### src/rtl/pulse_train_sequencer_pkg.sv
// Shared types and constants for the pulse train sequencer and its period timer.
package pulse_train_sequencer_pkg;

  typedef enum logic [1:0] {
    StIdle,
    StRunInt,
    StArmed,
    StHoldoff
  } state_e;

  localparam int unsigned MIN_PERIOD = 1;

endpackage

### src/rtl/pulse_train_sequencer_if.sv
// Configuration, command and status bundle between the control registers and the sequencer.
interface pulse_train_sequencer_if #(
  parameter int unsigned PERIOD_WIDTH = 32,
  parameter int unsigned COUNT_WIDTH  = 16
);

  logic [PERIOD_WIDTH-1:0] CFG_PERIOD;
  logic [COUNT_WIDTH-1:0]  CFG_COUNT;
  logic                    CFG_EXT;
  logic                    CMD_START;
  logic                    CMD_STOP;
  logic                    BUSY;
  logic                    DONE;
  logic [COUNT_WIDTH-1:0]  PULSE_CNT;

  modport master (
    output CFG_PERIOD, CFG_COUNT, CFG_EXT, CMD_START, CMD_STOP,
    input  BUSY, DONE, PULSE_CNT
  );

  modport slave (
    input  CFG_PERIOD, CFG_COUNT, CFG_EXT, CMD_START, CMD_STOP,
    output BUSY, DONE, PULSE_CNT
  );

endinterface

### src/rtl/pulse_train_sequencer_period_timer.sv
// Free-running modulo-P counter; tc flags the last count of each period (P = 0 behaves as P = 1).
module pulse_train_sequencer_period_timer
  import pulse_train_sequencer_pkg::*;
#(
  parameter int unsigned WIDTH = 32
) (
  input  logic             CLK,
  input  logic             RST,
  input  logic             load,
  input  logic             en,
  input  logic [WIDTH-1:0] period,
  output logic             tc
);

  logic [WIDTH-1:0] count_q;
  logic [WIDTH-1:0] last;

  always_comb begin
    last = (period == '0) ? WIDTH'(MIN_PERIOD - 1) : period - WIDTH'(1);
    tc   = (count_q == last);
  end

  always_ff @(posedge CLK) begin
    if (RST) begin
      count_q <= '0;
    end else if (load) begin
      count_q <= '0;
    end else if (en) begin
      count_q <= tc ? '0 : count_q + WIDTH'(1);
    end
  end

endmodule

### src/rtl/pulse_train_sequencer.sv
// Issues START strobes to the pulse generator on an internal period or on external trigger
// edges with holdoff, for a programmed pulse count or continuously.
module pulse_train_sequencer
  import pulse_train_sequencer_pkg::*;
#(
  parameter int unsigned PERIOD_WIDTH = 32,
  parameter int unsigned COUNT_WIDTH  = 16
) (
  input  logic                   CLK,
  input  logic                   RST,
  pulse_train_sequencer_if.slave bus,
  input  logic                   EXT_TRIG,
  output logic                   WG_START
);

  state_e                  state_q;
  logic [PERIOD_WIDTH-1:0] period_q;
  logic [COUNT_WIDTH-1:0]  count_q;
  logic [COUNT_WIDTH-1:0]  pulse_cnt_q;
  logic                    trig_q;
  logic                    wg_start_q;
  logic                    busy_q;
  logic                    done_q;

  logic start_ok;
  logic trig_rise;
  logic last_hit;
  logic timer_load;
  logic timer_en;
  logic timer_tc;

  always_comb begin
    start_ok   = bus.CMD_START && !bus.CMD_STOP;
    trig_rise  = EXT_TRIG && !trig_q;
    last_hit   = (count_q != '0) && (pulse_cnt_q == count_q);
    // Timer restarts on the strobe that opens a period or holdoff window.
    timer_load = ((state_q == StIdle) && start_ok) || ((state_q == StArmed) && trig_rise);
    timer_en   = (state_q == StRunInt) || (state_q == StHoldoff);
  end

  pulse_train_sequencer_period_timer #(
    .WIDTH(PERIOD_WIDTH)
  ) u_period_timer (
    .CLK   (CLK),
    .RST   (RST),
    .load  (timer_load),
    .en    (timer_en),
    .period(period_q),
    .tc    (timer_tc)
  );

  always_ff @(posedge CLK) begin
    if (RST) begin
      state_q     <= StIdle;
      period_q    <= '0;
      count_q     <= '0;
      pulse_cnt_q <= '0;
      trig_q      <= 1'b0;
      wg_start_q  <= 1'b0;
      busy_q      <= 1'b0;
      done_q      <= 1'b0;
    end else begin
      trig_q     <= EXT_TRIG;
      wg_start_q <= 1'b0;
      done_q     <= 1'b0;
      // Stop beats any strobe or start decided in the same cycle.
      if (bus.CMD_STOP) begin
        state_q <= StIdle;
        busy_q  <= 1'b0;
      end else begin
        unique case (state_q)
          StIdle: begin
            if (bus.CMD_START) begin
              period_q <= bus.CFG_PERIOD;
              count_q  <= bus.CFG_COUNT;
              busy_q   <= 1'b1;
              if (bus.CFG_EXT) begin
                state_q     <= StArmed;
                pulse_cnt_q <= '0;
              end else begin
                state_q     <= StRunInt;
                wg_start_q  <= 1'b1;
                pulse_cnt_q <= COUNT_WIDTH'(1);
              end
            end
          end
          StRunInt: begin
            if (last_hit) begin
              state_q <= StIdle;
              busy_q  <= 1'b0;
              done_q  <= 1'b1;
            end else if (timer_tc) begin
              wg_start_q  <= 1'b1;
              pulse_cnt_q <= pulse_cnt_q + COUNT_WIDTH'(1);
            end
          end
          StArmed: begin
            if (trig_rise) begin
              state_q     <= StHoldoff;
              wg_start_q  <= 1'b1;
              pulse_cnt_q <= pulse_cnt_q + COUNT_WIDTH'(1);
            end
          end
          StHoldoff: begin
            if (last_hit) begin
              state_q <= StIdle;
              busy_q  <= 1'b0;
              done_q  <= 1'b1;
            end else if (timer_tc) begin
              state_q <= StArmed;
            end
          end
          default: state_q <= StIdle;
        endcase
      end
    end
  end

  assign WG_START      = wg_start_q;
  assign bus.BUSY      = busy_q;
  assign bus.DONE      = done_q;
  assign bus.PULSE_CNT = pulse_cnt_q;

endmodule
### src/flat_wrapper.sv
// flat-port wrapper written by rule: the top's interface ports become plain ports
module pulse_train_sequencer_flat import pulse_train_sequencer_pkg::*;
#(
  parameter int unsigned PERIOD_WIDTH = 32,
  parameter int unsigned COUNT_WIDTH  = 16
)
  (CLK, RST, EXT_TRIG, WG_START, bus_CFG_PERIOD, bus_CFG_COUNT, bus_CFG_EXT, bus_CMD_START, bus_CMD_STOP, bus_BUSY, bus_DONE, bus_PULSE_CNT);
  pulse_train_sequencer_if #(.PERIOD_WIDTH(PERIOD_WIDTH), .COUNT_WIDTH(COUNT_WIDTH)) bus_i ();
  input  logic CLK;
  input  logic RST;
  input  logic EXT_TRIG;
  output logic WG_START;
  input wire logic [$bits(bus_i.CFG_PERIOD)-1:0] bus_CFG_PERIOD;
  input wire logic [$bits(bus_i.CFG_COUNT)-1:0] bus_CFG_COUNT;
  input wire logic [$bits(bus_i.CFG_EXT)-1:0] bus_CFG_EXT;
  input wire logic [$bits(bus_i.CMD_START)-1:0] bus_CMD_START;
  input wire logic [$bits(bus_i.CMD_STOP)-1:0] bus_CMD_STOP;
  output wire logic [$bits(bus_i.BUSY)-1:0] bus_BUSY;
  output wire logic [$bits(bus_i.DONE)-1:0] bus_DONE;
  output wire logic [$bits(bus_i.PULSE_CNT)-1:0] bus_PULSE_CNT;
  assign bus_i.CFG_PERIOD = bus_CFG_PERIOD;
  assign bus_i.CFG_COUNT = bus_CFG_COUNT;
  assign bus_i.CFG_EXT = bus_CFG_EXT;
  assign bus_i.CMD_START = bus_CMD_START;
  assign bus_i.CMD_STOP = bus_CMD_STOP;
  assign bus_BUSY = bus_i.BUSY;
  assign bus_DONE = bus_i.DONE;
  assign bus_PULSE_CNT = bus_i.PULSE_CNT;
  pulse_train_sequencer #(.PERIOD_WIDTH(PERIOD_WIDTH), .COUNT_WIDTH(COUNT_WIDTH)) u_core (.CLK(CLK), .RST(RST), .bus(bus_i), .EXT_TRIG(EXT_TRIG), .WG_START(WG_START));
endmodule
### config.mk
export PLATFORM = sky130hd
export DESIGN_NAME = pulse_train_sequencer_flat
export DESIGN_NICKNAME = d
export VERILOG_FILES = /design/src/rtl/pulse_train_sequencer_pkg.sv /design/src/rtl/pulse_train_sequencer_if.sv /design/src/rtl/pulse_train_sequencer_period_timer.sv /design/src/rtl/pulse_train_sequencer.sv /design/src/flat_wrapper.sv
export SDC_FILE = /design/constraint.sdc
export NUM_CORES = 1
export LEC_CHECK = 0
export CAP_MARGIN = 10
export CORE_AREA = 3 3 109 111
export DETAILED_ROUTE_END_ITERATION = 8
export DIE_AREA = 0 0 112 114
export PLACE_DENSITY = 0.8
export SETUP_SLACK_MARGIN = 0.02
export SKIP_CTS_REPAIR_TIMING = 1
export SYNTH_ARGS = -nofsm -noshare
export SYNTH_HDL_FRONTEND = slang
export SYNTH_HIERARCHICAL = 1
export SYNTH_SLANG_ARGS = --single-unit
export TNS_END_PERCENT = 1
### constraint.sdc
create_clock -name CLK -period 5.46 [get_ports CLK]
set_clock_uncertainty 0.15 [all_clocks]
set_input_delay 1.638 -clock CLK [delete_from_list [all_inputs] [get_ports CLK]]
set_output_delay 1.638 -clock CLK [all_outputs]
set_load 0.1 [all_outputs]
### Word-level counts from Yosys, hierarchy flattened

Cells that the tools add are included.
Widths: inputs -> output; s select.

| word-level totals | value |
|---|---|
| register bits | 102 |
| input port bits | 54 |
| word-level logic and storage cells | 73 |

| operators by class | value |
|---|---|
| add/subtract/negate cells | 3 |
| equal/unequal tests | 12 |
| multiplexer cells | 25 |
| bitwise logic cells | 2 |
| reduce and logical (&&, ||, !) cells | 22 |

Operators with widths:

| cell | count |
|---|---|
| $mux 16 | 4 |
| $mux 32 | 2 |
| $pmux 16 s3 | 1 |
| $add 32x1->32 const B | 1 |
| $eq 32x32->1 | 1 |
| $logic_not 32->1 | 1 |
| $sub 32x1->32 const B | 1 |
| $add 16x1->16 const B | 1 |
| $eq 16x16->1 | 1 |
| $reduce_bool 16->1 | 1 |
| $mux 2 | 6 |
| $mux 1 | 9 |
| $pmux 2 s4 | 1 |
| $ne 2x1->1 const B | 3 |
| $ne 2x2->1 const B | 3 |
| $reduce_and 3->1 | 2 |
| $reduce_and 6->1 | 1 |
| $reduce_or 2->1 | 3 |
| $logic_and 1x1->1 | 5 |
| $eq 2x2->1 const B | 2 |
| $reduce_and 4->1 | 1 |
| $ne 3x2->1 const B | 1 |
| $pmux 1 s3 | 1 |
| $reduce_bool 3->1 | 1 |
| other kinds (8) | 11 |

### Logic depth before layout (Yosys ltp)

Gate-level depths: netlist (run 1).

| logic depth | value |
|---|---|
| word-level depth | 6 |
| gate-level depth with buffers | 18 |
| depth with buffers taken out | 15 |

### Modules after synthesis

The synthesis (run 1) kept the hierarchy.

Modules (own cells, without submodules):

| module | instances | cells each | area each (sq um) | seq. area each (sq um) |
|---|---|---|---|---|
| pulse_train_sequencer | 1 | 401 | 3,148.0 | 1,401.3 |
| pulse_train_sequencer_period_timer | 1 | 402 | 3,083.0 | 640.6 |

### Least setup slack after synthesis (run 1)

Ideal clock, no wire load.

| timing | value |
|---|---|
| path kind | reg-to-reg |
| start | register u_core.period_q[0] |
| end | register u_core.pulse_cnt_q[12], in the netlist u_core/bus.PULSE_CNT[12] |
| library setup time | 0.118 ns |
| arrival | 3.829 ns |
| setup slack | 1.363 ns |
| cell stages (with the launch flop) | 18 |
| cell sequence | dfxtp_1 -> inv_1 -> ha_1 -> nor3b_1 -> nand3_1 -> nor2_1 -> mux2_2 -> o22a_1 -> a211oi_1 -> o211ai_1 -> nor3_1 -> nor2b_1 -> or4_1 -> a31oi_1 -> buf_4 -> buf_12 -> nand2_1 -> a32o_1 |

| between the ends | value |
|---|---|
| cells in the longest elaborated chain, start to end | 5 |

Ends and longest elaborated chain:

| what | line | source |
|---|---|---|
| start, declared | pulse_train_sequencer.sv:17 | `logic [PERIOD_WIDTH-1:0] period_q;` |
| start signal, assigned | pulse_train_sequencer.sv:74 | `period_q <= bus.CFG_PERIOD;` |
| $sub 32x1->32 or $logic_not 32->1 (tied branches) | pulse_train_sequencer_period_timer.sv:19 | `last = (period == '0) ? WIDTH'(MIN_PERIOD - 1) : period - WIDTH'(1);` |
| $mux 32 (*) | pulse_train_sequencer_period_timer.sv:19 |  |
| $eq 32x32->1 (*) | pulse_train_sequencer_period_timer.sv:20 | `tc = (count_q == last);` |
| via u_core.timer_tc | pulse_train_sequencer.sv:30 | `logic timer_tc;` |
| $ne 2x2->1 (no line) (*) | -- |  |
| $reduce_and 6->1 (no line) (*) | -- |  |
| end signal, assigned | pulse_train_sequencer.sv:94 | `pulse_cnt_q <= pulse_cnt_q + COUNT_WIDTH'(1);` |
| end signal, assigned | pulse_train_sequencer.sv:101 | `pulse_cnt_q <= pulse_cnt_q + COUNT_WIDTH'(1);` |
| end, declared | pulse_train_sequencer.sv:19 | `logic [COUNT_WIDTH-1:0] pulse_cnt_q;` |

Mark *: on every way through the listed nets, which the timed path passes. The rest lies on a longest branch.
A chain may end at the register's enable or synchronous reset.

### Worst setup path in the final report (run 1)

| timing | value |
|---|---|
| start | register u_core.period_q[0] |
| end | register u_core.pulse_cnt_q[4], in the netlist u_core/bus.PULSE_CNT[4] |

The elaborated chain is that of the path after synthesis.

==> results.yml, run 1 <==
timing:
  finalSetupViolCount: 0
  worst_pin_slew_ps: 1010
  max_freq_ghz: 0.194
  hold_viol: 0
  slew_headroom_pct: 32.5
  final.min_clock_period_ps: 5150
  rsz0062_at_grt: "no"
  fin_crit_sh_pct: 94.3
  slew_violations: 0
  fin_setup_tns_ps: 0
layout:
  nNetsFinal: 909
  area_delta_synth_final_pct: 15.3
  finish.utilization_pct: 66.0
  diodes: 0
  final_area_um2: 7190
  drive_above_1_share_pct: 7.03
  fin_cells: 993
grt:
  grt_pass1_wl_mm: 28.0
  grt.total_usage_pct: 26.7
  gr-total-overflow: 0
  antenna_found_initial: 0
  grt_max_degree: 50
  first_global_vias: 5728
logic_synthesis:
  synth_edf_count: 0
  ys_seq_area_share_pct: 32.8
  synth_top_area_share_pct: 32.8
  ys.flop_type: "dfxtp_1"
  ys_seq_elements: 102
  ys_warn_count: 6
  yosysUniqueCellTypes: 71
  postSynthCellCount: 803
  async_reset_ff_share_pct: 0
  synth_top_area_cell: "dfxtp_1"
  syn_area_per_cell_um2: 7.76
  syn_area_um2: 6230
  syn_nets: 864
  synth.area.top_cells: "dfxtp_1, nand2_1, xor2_1"
clocking:
  ctsLongestPathBuffers: 2
  cts_tree: "built"
  clock_latency_ps: 370
  clock-sinks: 102
  cts-root-buf: "clkbuf_8"
  cts_buffers: 9
  htree_num_levels: 3
  clkTransAtPathRegs_ps: 100
setup_path:
  worstPathMaxFanout: 20
  worstSetupEndpointType: "flop"
  r2r_slack_ps: 310
  r2r-end: "u_core/bus.PULSE_CNT[4]"
  reg2reg_depth: 14
  critPathMaxStageDelay_ps: 620
  required_ps: 5630
  crit_top_cell: "nor4_1"
  cp.arrival_ps: 5320
  path_cells: "nor4_1 > nand3_1 > or3_1 > and3_1 > a211o_1 > nor4_1 > nand4_1 > nor3_1 > nor2b_1 > or4_1 > a31oi_1 > buf_12 > and2_1 > a32o_1"
  crit_path_start: "u_core/period_q[0]"
  endpoint: "u_core/bus.PULSE_CNT[4]"
  critPathLaunchType: "flop"
  worstSetupPathType: "flop to flop"
  crit_slowest_cell: "nor4_1"
  reg2reg_from: "u_core/period_q[0]"
floorplanning:
  die_y_um: 114
  die_width_um: 112
  die-area_um2: 12800
  core_area_um2: 10900
  rows: 38
  initial_core_util_pct: 57.2
  ios: 73
worst_hold_path:
  hp-class: "flop to flop"
  hp-start: "u_core/count_q[12]"
placed_design:
  place_inst: 977
  gp_congestion: 0.945
  dpl.hpwl_mm: 13.0
  placed_area_um2: 6960
  portBuffers: 72
routing:
  vias_per_cell: 6.04
  postRouteAntennaNets: 0
  remaining_drc_errors: 0
  firstDrtPassIters: 5
  wl_per_cell_um: 17.4
  dr.first_iter.drc_count: 451
  routed-via-count: 5996
  finalWirelength_mm: 17.3
run_status:
  outcome: "finished, final reports clean"
power_and_ir_drop:
  power.density_nw_per_um2: 313
  p_leak_nw: 2.58
  ir_drop_uv: 211
job:
  cap_violations: 0
## worst max-delay path, delay by kind of cell (launching register included)
| family | cells | cell delay (ps) |
|---|---|---|
| flip-flops | 1 | 390 |
| AND/OR/NAND/NOR | 10 | 3650 |
| AO/OA/AOI/OAI | 3 | 720 |
| buffers and inverters | 1 | 190 |
## routing by layer
layer  up-vias  share of wire, %  routed length (µm)  global-route usage (%)
li1       2923                 -                   -                       -
met1      2818                44                7590                    34.6
met2       217                48                8280                    45.0
met3        38               5.5                 943                    4.46
met4         0               2.7                 465                    9.70
met5         -                 0                   0                       0
## flip-flops by register name, summed over array words and instances (netlist names)
register,count
u_core/bus.DONE,1
u_core/WG_START,1
u_core/state_q,2
u_core/bus.BUSY,1
u_core/trig_q,1
u_core/count_q,16
u_core/bus.PULSE_CNT,16
u_core/u_period_timer/count_q,32
u_core/period_q,32
## cell usage after synthesis (all sizes together) (17+ instances only)
| library cell | n |
|---|---|
| a21oi | 68 |
| clkbuf | 30 |
| dfxtp | 102 |
| nand2 | 151 |
| nand3 | 25 |
| nand4 | 20 |
| nor2 | 68 |
| nor3 | 39 |
| nor4 | 23 |
| o21ai | 17 |
| xnor2 | 38 |
| xor2 | 42 |
## placed cells by master (no fill, tap or decap), drive strengths merged, types with 6 or more instances in the layout
cell type and count:
clkdlybuf4s50 71, ha 7, a21oi 68, nor3 39
nand2 151, xor2 42, inv 16, or4 12
a32o 13, nand2b 9, or3 9, nor2 68
nand4 20, nor2b 6, xnor2 38, nand3 25
a31oi 6, dfxtp 102, nor4 23, o21ai 17
clkbuf 11, buf 8, and3 14
## stage by stage
| stage | hold slack (ps) | worst slack (ps) | power (mW) |
|---|---|---|---|
| 6_report | 340 | 309 | 2.25 |
| 5_1_grt | 359 | 56.2 | 2.37 |
| 4_1_cts | 343 | 433 | 2.24 |
| 3_5_place_dp | 330 | 468 | 1.71 |
| 3_3_place_gp | 325 | 591 | 1.69 |
| 2_1_floorplan | 283 | 1360 | 1.49 |
## where the power goes
part / leakage [nW] / switching [mW] / total (mW) / internal, mW
Combinational: 1.64 / 0.527 / 0.871 / 0.344
Sequential: 0.827 / 0.0597 / 0.842 / 0.782
Clock: 0.110 / 0.262 / 0.534 / 0.272
## worst min path at each step
| stage | endpoint | cells past startpoint |
|---|---|---|
| floorplan | u_core/period_q[4] | 2 |
| global placement | u_core/count_q[5] | 2 |
| detailed placement | u_core/count_q[12] | 2 |
| CTS | u_core/count_q[12] | 2 |
| global route | u_core/count_q[12] | 2 |
| finish | u_core/count_q[12] | 2 |
## cells by family after synthesis
family / share of synthesized area [%]
simple gates: 32.9
compound gates: 14.8
flops: 32.8
xor+xnor: 12.0
buf+inv: 4.60
mux: 1.55
fa+ha+maj: 1.41
## area by class of cell
cell class | count | area, µm²
multi-input cells | 641 | 3910
clock inverters | 5 | 81.3
flip-flops and latches | 102 | 2040
inverters | 15 | 56.3
repair buffers | 79 | 781
well taps | 140 | 175
clock buffers | 11 | 141
fillers | 947 | 3700
Power figures use the tool's default switching activity.
==> inputs of run 2 (changes only) <==
- CORE_AREA: 3 3 109 111 -> 3 3 108 110
- DIE_AREA: 0 0 112 114 -> 0 0 111 113
- PLACE_DENSITY: 0.8 -> 0.89
- SYNTH_HIERARCHICAL: 1 -> not set
==> results.yml, run 2 <==
power_and_ir_drop:
  power.density_nw_per_um2: 246
  power_mw: 1.71
  ir_drop_uv: 218
  p_leak_nw: 2.42
logic_synthesis:
  yosysUniqueCellTypes: 61
  synth.most_common_cell: "nand2_1"
  syn_area_um2: 6010
  synth.area.top_cells: "dfxtp_1, nand2_1, a21oi_1"
  ys_seq_area_share_pct: 34.0
  synth_common_cells: "nand2_1, dfxtp_1, a21oi_1"
  syn_area_per_cell_um2: 7.66
  async_reset_ff_share_pct: 0
  ys_warn_count: 0
  synth_top_area_cell: "dfxtp_1"
  synth_edf_count: 0
  ys_seq_elements: 102
  syn_nets: 846
  postSynthCellCount: 785
  ys.flop_type: "dfxtp_1"
  synth_top_area_share_pct: 34.0
floorplanning:
  die_width_um: 111
  rows: 38
  die-area_um2: 12500
  core_area_um2: 10800
  initial_core_util_pct: 55.7
  die_y_um: 113
  ios: 73
setup_path:
  worstSetupEndpointType: "flop"
  worstPathMaxFanout: 14
  critPathLaunchType: "flop"
  required_ps: 5640
  cp.arrival_ps: 5260
  worstSetupPathType: "flop to flop"
placed_design:
  portBuffers: 72
  preCtsSetupSlack_ps: 462
  dpl.hpwl_mm: 11.9
  gp_congestion: 0.983
timing:
  fin_ws_ps: 373
  slew_violations: 0
  rsz0062_at_grt: "no"
  fin_crit_sh_pct: 93.2
  worst_pin_slew_ps: 976
  finalSetupViolCount: 0
  slew_headroom_pct: 34.8
  fin_setup_tns_ps: 0
  max_freq_ghz: 0.197
  hold_viol: 0
  final.min_clock_period_ps: 5090
routing:
  vias_per_cell: 6.05
  dr_wl_met3_mm: 1.35
  firstDrtPassIters: 6
  wl_met2_mm: 7.24
  dr.first_iter.drc_count: 507
  wirelength_met1_mm: 6.98
  finalWirelength_mm: 16.0
  routed-via-count: 5889
  top_layer: "met4"
  wl_per_cell_um: 16.5
  postRouteAntennaNets: 0
  remaining_drc_errors: 0
clocking:
  cts_tree: "built"
  htree_num_levels: 3
  ctsLongestPathBuffers: 2
  cts_buffers: 9
  cts-root-buf: "clkbuf_8"
  clock_latency_ps: 390
  clkTransAtPathRegs_ps: 100
  clock-sinks: 102
layout:
  top_regs: "u_core.period_q (32), u_core.u_period_timer.count_q (32)"
  diodes: 0
  drive_above_1_share_pct: 4.56
  area_delta_synth_final_pct: 15.8
  final_common_cell: "nand2_1"
  nNetsFinal: 889
  layout.cells.most_common_list: "nand2_1, dfxtp_1, clkdlybuf4s50_1"
  finish.utilization_pct: 64.5
grt:
  first_global_vias: 5378
  grt_pass1_wl_mm: 26.9
  gr-total-overflow: 0
  grt_max_degree: 53
  grt.total_usage_pct: 26.3
  antenna_found_initial: 0
run_status:
  outcome: "finished, final reports clean"
job:
  cap_violations: 0
worst_hold_path:
  hp-class: "flop to flop"
[run 2: final cells by class]
type / count / area, µm²
Clock buffer: 11 / 131
Fill cell: 920 / 3830
Tap cell: 140 / 175
Multi-Input combinational cell: 615 / 3700
Timing Repair Buffer: 80 / 776
Inverter: 20 / 75.1
Sequential cell: 102 / 2040
Clock inverter: 5 / 57.6
[run 2: worst max-delay path, cell delays in order, from the launching register on]
cell	delay (ps)
dfxtp_1	350
inv_1	140
ha_1	210
or3b_2	560
or4_1	650
or4_1	610
o21a_1	140
o32a_1	290
a31o_1	200
or4_1	590
o21a_1	390
or4_1	570
a21oi_1	170
[run 2: per-layer routing]
layer	track usage, %	vias up
li1	-	2881
met1	36.0	2713
met2	41.6	253
met3	4.92	42
met4	9.44	0
met5	0	-
[run 2: kinds of logic after synthesis]
family          count (synthesis)  share of synthesized area, %
fa+ha+maj                       7                          1.46
flops                         102                          34.0
simple gates                  378                          31.6
mux                             8                          1.33
xor+xnor                       76                          11.1
compound gates                146                          16.0
buf+inv                        68                          4.56
[run 2: power breakdown]
| group | total [mW] | switching, mW | internal (mW) |
|---|---|---|---|
| sequential | 0.797 | 0.0311 | 0.766 |
| clock | 0.476 | 0.263 | 0.213 |
| combinational | 0.439 | 0.254 | 0.184 |
| total | 1.71 | 0.549 | 1.16 |
[run 2: path summary, 6_finish.rpt]
kind / start / endpoint / slack, ps / depth (start not counted)
min reg2reg: u_core.count_q[7] / u_core.count_q[7] / 340 / 2
max: u_core.period_q[0] / u_core.bus.PULSE_CNT[7] / 370 / 12
max reg2reg: u_core.period_q[0] / u_core.bus.PULSE_CNT[7] / 370 / 12
min: u_core.count_q[7] / u_core.count_q[7] / 340 / 2
[run 2: stage by stage]
step	area, µm²	hold WS [ps]	cells
floorplan	6010	306	785
global placement	6770	321	957
detailed placement	6770	327	957
CTS	6960	341	973
global route	6960	360	973
finish	6960	341	973
==> inputs of run 3 (changes only) <==
- CORE_AREA: 3 3 108 110 -> 3 3 104 106
- CTS_CLUSTER_DIAMETER: not set -> 120
- DIE_AREA: 0 0 111 113 -> 0 0 107 109
- PLACE_DENSITY: 0.89 -> 0.94
- clock period: 5.46 -> 5.9 ns (I/O delays scaled with it)
==> results.yml, run 3 (synthesis gave the netlist of run 2 again) <==
run_status:
  outcome: "finished, final reports clean"
layout:
  area_delta_synth_final_pct: 15.7
  fin_cells: 962
  fill_cells: 766
  final_common_cell: "nand2_1"
  drive_above_1_share_pct: 4.34
  final_area_um2: 6950
  layout.cells.most_common_list: "nand2_1, dfxtp_1, clkdlybuf4s50_1"
  diodes: 0
  nNetsFinal: 886
  top_regs: "u_core.period_q (32), u_core.u_period_timer.count_q (32)"
timing:
  fin_crit_sh_pct: 88.7
  slew_headroom_pct: 32.9
  holdWs_ps: 347
  fin_setup_tns_ps: 0
  final.min_clock_period_ps: 5230
  slew_violations: 0
  max_freq_ghz: 0.191
  finalSetupViolCount: 0
  hold_viol: 0
  worst_pin_slew_ps: 1000
  rsz0062_at_grt: "no"
routing:
  dr.first_iter.drc_count: 531
  vias_per_cell: 6.31
  firstDrtPassIters: 5
  finalWirelength_mm: 17.1
  postRouteAntennaNets: 0
  remaining_drc_errors: 0
  wl_per_cell_um: 17.8
  routed-via-count: 6068
grt:
  first_global_vias: 5752
  grt_pass1_wl_mm: 28.1
  grt_max_degree: 64
  grt.total_usage_pct: 30.2
  antenna_found_initial: 0
  gr-total-overflow: 0
placed_design:
  dpl.hpwl_mm: 12.6
  place_inst: 947
  portBuffers: 72
  placed_area_um2: 6740
  gp_congestion: 1.01
setup_path:
  worstSetupPathType: "flop to flop"
  worstSetupEndpointType: "flop"
  cp.arrival_ps: 5390
  crit_top_cell: "or4_1"
  critPathLaunchType: "flop"
  path_cells: "inv_1 > ha_1 > or3b_2 > or4_1 > or4_1 > o21a_1 > o32a_1 > a31o_1 > or4_1 > o21a_1 > or4_1 > a21oi_1"
  reg2reg_depth: 12
  required_ps: 6060
  crit_buf_inv: 1
  path_delay_family: "simple AND/OR/NAND/NOR gates"
  critPathMaxStageDelay_ps: 740
  worstPathMaxFanout: 14
  crit_slowest_cell: "or4_1"
  critical_path_depth: 12
floorplanning:
  core_area_um2: 9860
  die_width_um: 107
  initial_core_util_pct: 60.9
  die-area_um2: 11700
  die_y_um: 109
  rows: 36
  ios: 73
clocking:
  cts-root-buf: "clkbuf_8"
  clock_latency_ps: 380
  cts_tree: "built"
  clkTransAtPathRegs_ps: 90
  cts_buffers: 9
  ctsLongestPathBuffers: 2
  htree_num_levels: 3
  clock-sinks: 102
worst_hold_path:
  hp-class: "flop to flop"
  holdPathStages: 2
power_and_ir_drop:
  ir_drop_uv: 258
  power.density_nw_per_um2: 235
  power_mw: 1.63
  p_leak_nw: 2.41
job:
  cap_violations: 0
==> run 3: layer usage <==
metal	up-vias	share of wire [%]	track usage [%]
li1	2869	-	-
met1	2851	42	39.9
met2	294	47	48.6
met3	54	8.4	6.16
met4	0	2.9	11.8
met5	-	0	0
==> run 3: final timing paths <==
path / slack, ps / from / endpoint
min: 350 / u_core.period_q[20] / u_core.period_q[20]
max reg2reg: 670 / u_core.period_q[0] / u_core.bus.PULSE_CNT[7]
max: 670 / u_core.period_q[0] / u_core.bus.PULSE_CNT[7]
min reg2reg: 350 / u_core.period_q[20] / u_core.period_q[20]
==> run 3: power breakdown <==
part           total [mW]  leakage, nW  switching, mW  internal, mW
sequential          0.739        0.828         0.0296         0.709
combinational       0.413         1.48          0.244         0.168
clock               0.481        0.105          0.244         0.237
total                1.63         2.41          0.518          1.11
==> run 3: area by class of cell <==
type	count	area, µm²	area share [%]
Multi-Input combinational cell	615	3700	53.3
Sequential cell	102	2040	29.4
Timing Repair Buffer	77	753	10.8
Tap cell	133	166	2.39
Clock buffer	9	124	1.78
Clock inverter	6	86.3	1.24
Inverter	20	75.1	1.08
==> run 3: tightest hold or removal path, stage by stage (launching register included) <==
cell     delay [ps]
dfxtp_1         350
nand2_1          60
a21oi_1          50
==> run 3: stage by stage <==
step / utilization, % / worst slack (ps)
finish: 70.5 / 667
global route: 70.5 / 450
CTS: 70.5 / 709
detailed placement: 68.3 / 742
global placement: 68.3 / 853
floorplan: - / 1500
